File: config.mk
export PLATFORM = sky130hd
export DESIGN_NAME = caja_fuerte_seq
export DESIGN_NICKNAME = d
export VERILOG_FILES = /design/src/rtl/caja_fuerte_seq.sv
export SDC_FILE = /design/constraint.sdc
export NUM_CORES = 1
export LEC_CHECK = 0
export BUFFER_PORTS_ARGS = -buffer_cell sky130_fd_sc_hd__buf_2
export CAP_MARGIN = 25
export CORE_ASPECT_RATIO = 1.1
export CORE_MARGIN = 1.5
export CORE_UTILIZATION = 35
export CTS_CLUSTER_SIZE = 8
export DETAILED_ROUTE_END_ITERATION = 8
export REMOVE_ABC_BUFFERS = 1
export SYNTH_ARGS = -nofsm -noshare
export SYNTH_HDL_FRONTEND = slang
export SYNTH_SLANG_ARGS = --single-unit
File: constraint.sdc
create_clock -name clk -period 1.55 [get_ports clk]
set_clock_uncertainty 0.05 [all_clocks]
set_input_delay 0.0775 -clock clk [delete_from_list [all_inputs] [get_ports clk]]
set_output_delay 0.0775 -clock clk [all_outputs]
set_load 0.1 [all_outputs]
File: src/rtl/caja_fuerte_seq.sv
// caja_fuerte_seq: digit-entry combination lock with a retry limit and a timed lockout.
// unlocked/fail appear two edges after the final digit; lockout tracks the LOCKOUT state exactly.
//
// state   | meaning
// LOCKED  | idle, collecting digits into the entry buffer
// CHECK   | single cycle comparing the entry against the stored code
// OPEN    | safe open; code may be rewritten, lock_cmd relocks
// LOCKOUT | entry disabled for LOCK_CYCLES cycles
module caja_fuerte_seq #(
    parameter int N_DIGITS = 4,
    parameter int DIGIT_W = 4,
    parameter logic [N_DIGITS*DIGIT_W-1:0] CODE_INIT = 16'h1234,
    parameter int MAX_TRIES = 3,
    parameter int LOCK_CYCLES = 8
) (
    input  logic                               clk,
    input  logic                               rst,
    input  logic [DIGIT_W-1:0]                 digit,
    input  logic                               digit_valid,
    input  logic                               clear,
    input  logic                               lock_cmd,
    input  logic                               set_code,
    input  logic [N_DIGITS*DIGIT_W-1:0]        new_code,
    output logic                               unlocked,
    output logic                               fail,
    output logic                               lockout,
    output logic [$clog2(MAX_TRIES+1)-1:0]     tries_left,
    output logic [$clog2(N_DIGITS+1)-1:0]      digit_cnt
);

    localparam int CODE_W = N_DIGITS * DIGIT_W;
    localparam int TRW    = $clog2(MAX_TRIES + 1);
    localparam int CW     = $clog2(N_DIGITS + 1);
    localparam int TW     = $clog2(LOCK_CYCLES + 1);

    typedef enum logic [1:0] {
        S_LOCKED  = 2'd0,
        S_CHECK   = 2'd1,
        S_OPEN    = 2'd2,
        S_LOCKOUT = 2'd3
    } state_t;

    state_t              state_q, state_d;
    logic [CODE_W-1:0]   entry_q, entry_d;
    logic [CODE_W-1:0]   code_q, code_d;
    logic [TRW-1:0]      tries_q, tries_d;
    logic [CW-1:0]       cnt_q, cnt_d;
    logic [TW-1:0]       timer_q, timer_d;
    logic                fail_pend_q, fail_pend_d;
    logic                unlocked_q, fail_q, lockout_q;

    always_comb begin
        state_d     = state_q;
        entry_d     = entry_q;
        code_d      = code_q;
        tries_d     = tries_q;
        cnt_d       = cnt_q;
        timer_d     = timer_q;
        fail_pend_d = 1'b0;
        case (state_q)
            S_LOCKED: begin
                if (clear) begin
                    cnt_d   = '0;
                    entry_d = '0;
                end else if (digit_valid) begin
                    entry_d = (entry_q << DIGIT_W) | CODE_W'(digit);
                    if (cnt_q == CW'(N_DIGITS - 1)) begin
                        cnt_d   = '0;
                        state_d = S_CHECK;
                    end else begin
                        cnt_d = cnt_q + CW'(1);
                    end
                end
            end
            S_CHECK: begin
                entry_d = '0;
                if (entry_q == code_q) begin
                    state_d = S_OPEN;
                    tries_d = TRW'(MAX_TRIES);
                end else begin
                    fail_pend_d = 1'b1;
                    tries_d     = tries_q - TRW'(1);
                    if (tries_q == TRW'(1)) begin
                        state_d = S_LOCKOUT;
                        timer_d = TW'(LOCK_CYCLES - 1);
                    end else begin
                        state_d = S_LOCKED;
                    end
                end
            end
            S_OPEN: begin
                if (set_code) code_d = new_code;
                if (lock_cmd) state_d = S_LOCKED;
            end
            S_LOCKOUT: begin
                // down-counter: terminal count ends the lockout
                if (timer_q == '0) begin
                    state_d = S_LOCKED;
                    tries_d = TRW'(MAX_TRIES);
                    cnt_d   = '0;
                end else begin
                    timer_d = timer_q - TW'(1);
                end
            end
            default: state_d = S_LOCKED;
        endcase
    end

    always_ff @(posedge clk) begin
        if (rst) begin
            state_q     <= S_LOCKED;
            entry_q     <= '0;
            code_q      <= CODE_INIT;
            tries_q     <= TRW'(MAX_TRIES);
            cnt_q       <= '0;
            timer_q     <= '0;
            fail_pend_q <= 1'b0;
            unlocked_q  <= 1'b0;
            fail_q      <= 1'b0;
            lockout_q   <= 1'b0;
        end else begin
            state_q     <= state_d;
            entry_q     <= entry_d;
            code_q      <= code_d;
            tries_q     <= tries_d;
            cnt_q       <= cnt_d;
            timer_q     <= timer_d;
            fail_pend_q <= fail_pend_d;
            // unlocked rises one cycle into OPEN but drops on the relocking edge
            unlocked_q  <= (state_q == S_OPEN) && (state_d == S_OPEN);
            fail_q      <= fail_pend_q;
            lockout_q   <= (state_d == S_LOCKOUT);
        end
    end

    assign unlocked   = unlocked_q;
    assign fail       = fail_q;
    assign lockout    = lockout_q;
    assign tries_left = tries_q;
    assign digit_cnt  = cnt_q;

endmodule

==> results by group <==
Detailed routing
  • WL/cell: 12.2 um
  • Drt drc: 0
  • WL final: 4.77 mm
  • DR vias/cell: 4.83
  • Vias: 1885
  • Number of iterations in the first detailed-routing pass: 4
  • DR iter-0 viols: 92
  • Antenna viol nets, final: 0

Critical path
  • CP cell instances: inv_2 -> ha_4 -> or3b_4 -> nor2_2 -> o41a_1 -> a21bo_1
  • Crit-path slowest cell: or3b_4
  • Critical Path AT: 1.73 ns
  • Cell family with most CP delay: simple AND/OR/NAND/NOR gates
  • Crit path from: timer_q[1]
  • CP bufs+invs: 1
  • WP data required: 1.71 ns
  • CP Max Fanout: 6
  • Reg2reg start: timer_q[1]
  • Startpoint types: flip-flop
  • Crit path capture type: flip-flop
  • Slowest stage delay, CP: 0.43 ns
  • CP Class: reg2reg

CTS
  • Sink Count: 47
  • Clock transition at path regs: 0.09 ns
  • CTS tree: built
  • Root buffer cell: clkbuf_8
  • Worst-Skew Late Latency: 0.30 ns
  • Max H-tree Level: 2
  • CTS buffer count: 5
  • Clk buf depth: 2

Yosys
  • Dominant cells by area after synthesis: dfxtp_1 (46%), nand2_1 (9.1%), a21oi_1 (7.3%)
  • Synth unique cells: 42
  • Syn Area/Cell: 8.32 sq um
  • Post-synth top area share: 0.456
  • Cell area after synthesis: 0.00206 sq mm
  • Leading area contributor after synthesis: dfxtp_1
  • Yosys Warn Count: 0
  • Seq/Total Area, Yosys: 0.456
  • Yosys reg bits: 47
  • Synth Instances: 248

Timing
  • Max-slew violations: 0
  • Endpoints failing setup: 3
  • Post-route setup slack: -0.0205 ns
  • Period utilization: 1.01
  • Final hold violations: 0
  • Slew margin rel.: 0.677
  • RSZ-0062 raised after global routing: yes
  • TNS Setup: -0.0312 ns
  • Final min period: 1.57 ns
  • Worst-margin pin slew: 0.489 ns
  • Achievable Freq: 0.637 GHz

Global route
  • Largest net degree at the start of global routing: 17
  • Initial antenna violation count: 0
  • First-pass GRT wire length: 8.15 mm
  • GRT Overall Usage: 0.155
  • Number of global-route vias before repair: 1848
  • Grt ovf: 0

Pwr
  • Leak pwr: 1.08 nW
  • PwrDens: 842 mW/mm^2
  • Peak supply drop: 0.677 mV

Final layout
  • Post-route non-filler standard cell count: 390
  • Layout Utilization: 0.493
  • Inserted Diodes: 0
  • Share of cells above drive strength 1: 0.262
  • Final Instance Area: 0.00282 sq mm
  • Layout area overhead: 36.8%
  • Nets: 341

Worst hold path
  • Worst Hold Class: in2reg
  • Hold path start: rst

Placement
  • GPL Wtd Cong: 0.797
  • Placed inst area: 0.00241 sq mm
  • Setup Slack @ Placement: -0.0910 ns
  • Placed insts: 361
  • DP Wirelength: 3.24 mm
  • PortBufs: 33

Die
  • Core footprint: 0.00573 sq mm
  • Initial Utilization: 0.360
  • Die Width: 76.2 um
  • Die height: 83.6 um
  • Io pins: 34
  • DIE AREA: 0.00637 sq mm
  • Rows: 29

Job
  • Max Cap Viol: 0

Outcome
  • Failing checks: negative setup slack
  • Run status: complete, but fails checks
metal layers:
layer | wire [um] | vias up | track usage
met5 | 0 | - | 0
met4 | 51 | 0 | 0.0455
met3 | 181 | 7 | 0.0328
met2 | 2230 | 38 | 0.265
met1 | 2310 | 862 | 0.196
li1 | - | 978 | -
state kept, by name, indices dropped and copies added, names as in the netlist:
signal / flops
code_q: 16
digit_cnt: 3
entry_q: 16
fail: 1
fail_pend_q: 1
lockout: 1
state_q: 2
timer_q: 4
tries_left: 2
unlocked: 1
stage by stage:
stage | power [mW] | hold WS (ns)
2_1_floorplan | 1.32 | 0.0966
3_3_place_gp | 1.41 | 0.253
3_5_place_dp | 1.41 | 0.249
4_1_cts | 2.41 | 0.0616
5_1_grt | 2.47 | 0.0971
6_report | 2.38 | 0.0707
worst register-to-register path: stages (launching register included):
cell	delay, ns
dfxtp_2	0.33
inv_2	0.07
ha_4	0.13
or3b_4	0.43
nor2_2	0.10
o41a_1	0.17
a21bo_1	0.20
logic make-up after synthesis:
logic type / synth area share
compound gates: 0.148
xor+xnor: 0.0721
flops: 0.456
simple gates: 0.252
fa+ha+maj: 0.0182
buf+inv: 0.0497
mux: 0.00485
what timing repair did:
| item | CTS | global route |
|---|---|---|
| hold buffers | 20 | 0 |
| gates cloned | 0 | 0 |
| buffers inserted | 1 | 0 |
| setup endpoints to repair | 10 | 42 |
| gates resized for setup | 9 | 11 |
| endpoints found under the hold margin | 20 | 0 |
| pin swaps | 4 | 7 |
synth_stat cells:
| cell | number |
|---|---|
| inv_2 | 1 |
| o31a_1 | 2 |
| and2_1 | 1 |
| clkinv_1 | 1 |
| a21bo_1 | 1 |
| a311o_1 | 1 |
| nand2b_1 | 1 |
| nand2_1 | 50 |
| nor2_1 | 6 |
| nand4_1 | 4 |
| or2_1 | 1 |
| o2111ai_1 | 1 |
| buf_4 | 1 |
| and3_1 | 1 |
| a21oi_1 | 30 |
| and2_4 | 1 |
| o22ai_1 | 2 |
| o211a_1 | 1 |
| nor2_2 | 2 |
| nand3_1 | 25 |
| ha_1 | 3 |
| o21bai_1 | 1 |
| a31oi_1 | 3 |
| dfxtp_1 | 47 |
| o22ai_2 | 1 |
| nor4_4 | 1 |
| nor2b_1 | 4 |
| nor4_1 | 1 |
| inv_1 | 6 |
| o32ai_1 | 1 |
| a41oi_1 | 1 |
| or3_1 | 2 |
| o21ai_1 | 2 |
| clkbuf_1 | 4 |
| o2bb2ai_1 | 1 |
| xnor2_1 | 17 |
| nor3_1 | 6 |
| mux2i_1 | 1 |
| buf_2 | 10 |
| or3b_1 | 1 |
| nor4b_1 | 1 |
| o41a_1 | 1 |
final cells by class:
type                            count  area [sq um]
Clock buffer                        6          82.6
Clock inverter                      2          38.8
Fill cell                         580          2910
Inverter                            8          30.0
Multi-Input combinational cell    178          1090
Sequential cell                    47           943
Tap cell                           77          96.3
Timing Repair Buffer               72           541
placed cells by master, fill, tap and decap left out, types with 3 or more instances in the layout:
| cell | instances |
|---|---|
| a21oi_1 | 30 |
| buf_2 | 33 |
| buf_4 | 15 |
| clkbuf_8 | 6 |
| dfxtp_1 | 45 |
| dlygate4sd3_1 | 20 |
| inv_1 | 4 |
| inv_2 | 3 |
| nand2_1 | 50 |
| nand3_1 | 24 |
| nand4_1 | 4 |
| nor2_1 | 5 |
| nor2_2 | 3 |
| nor2b_1 | 4 |
| nor3_1 | 5 |
| xnor2_1 | 16 |
where the power goes:
part / internal, mW / switching [mW] / total, mW
registers: 1.22 / 0.00904 / 1.23
clock network: 0.531 / 0.426 / 0.956
logic: 0.0950 / 0.100 / 0.195
worst paths after layout:
check | cells past startpoint | slack (ns) | end
worst max register to register | 6 | -0.02 | state_q[1]
worst max-delay path | 6 | -0.02 | state_q[1]
worst min-delay path | 2 | 0.07 | digit_cnt[0]
worst min register to register | 1 | 0.41 | fail
No activity file was read; power rests on OpenSTA's default activity.
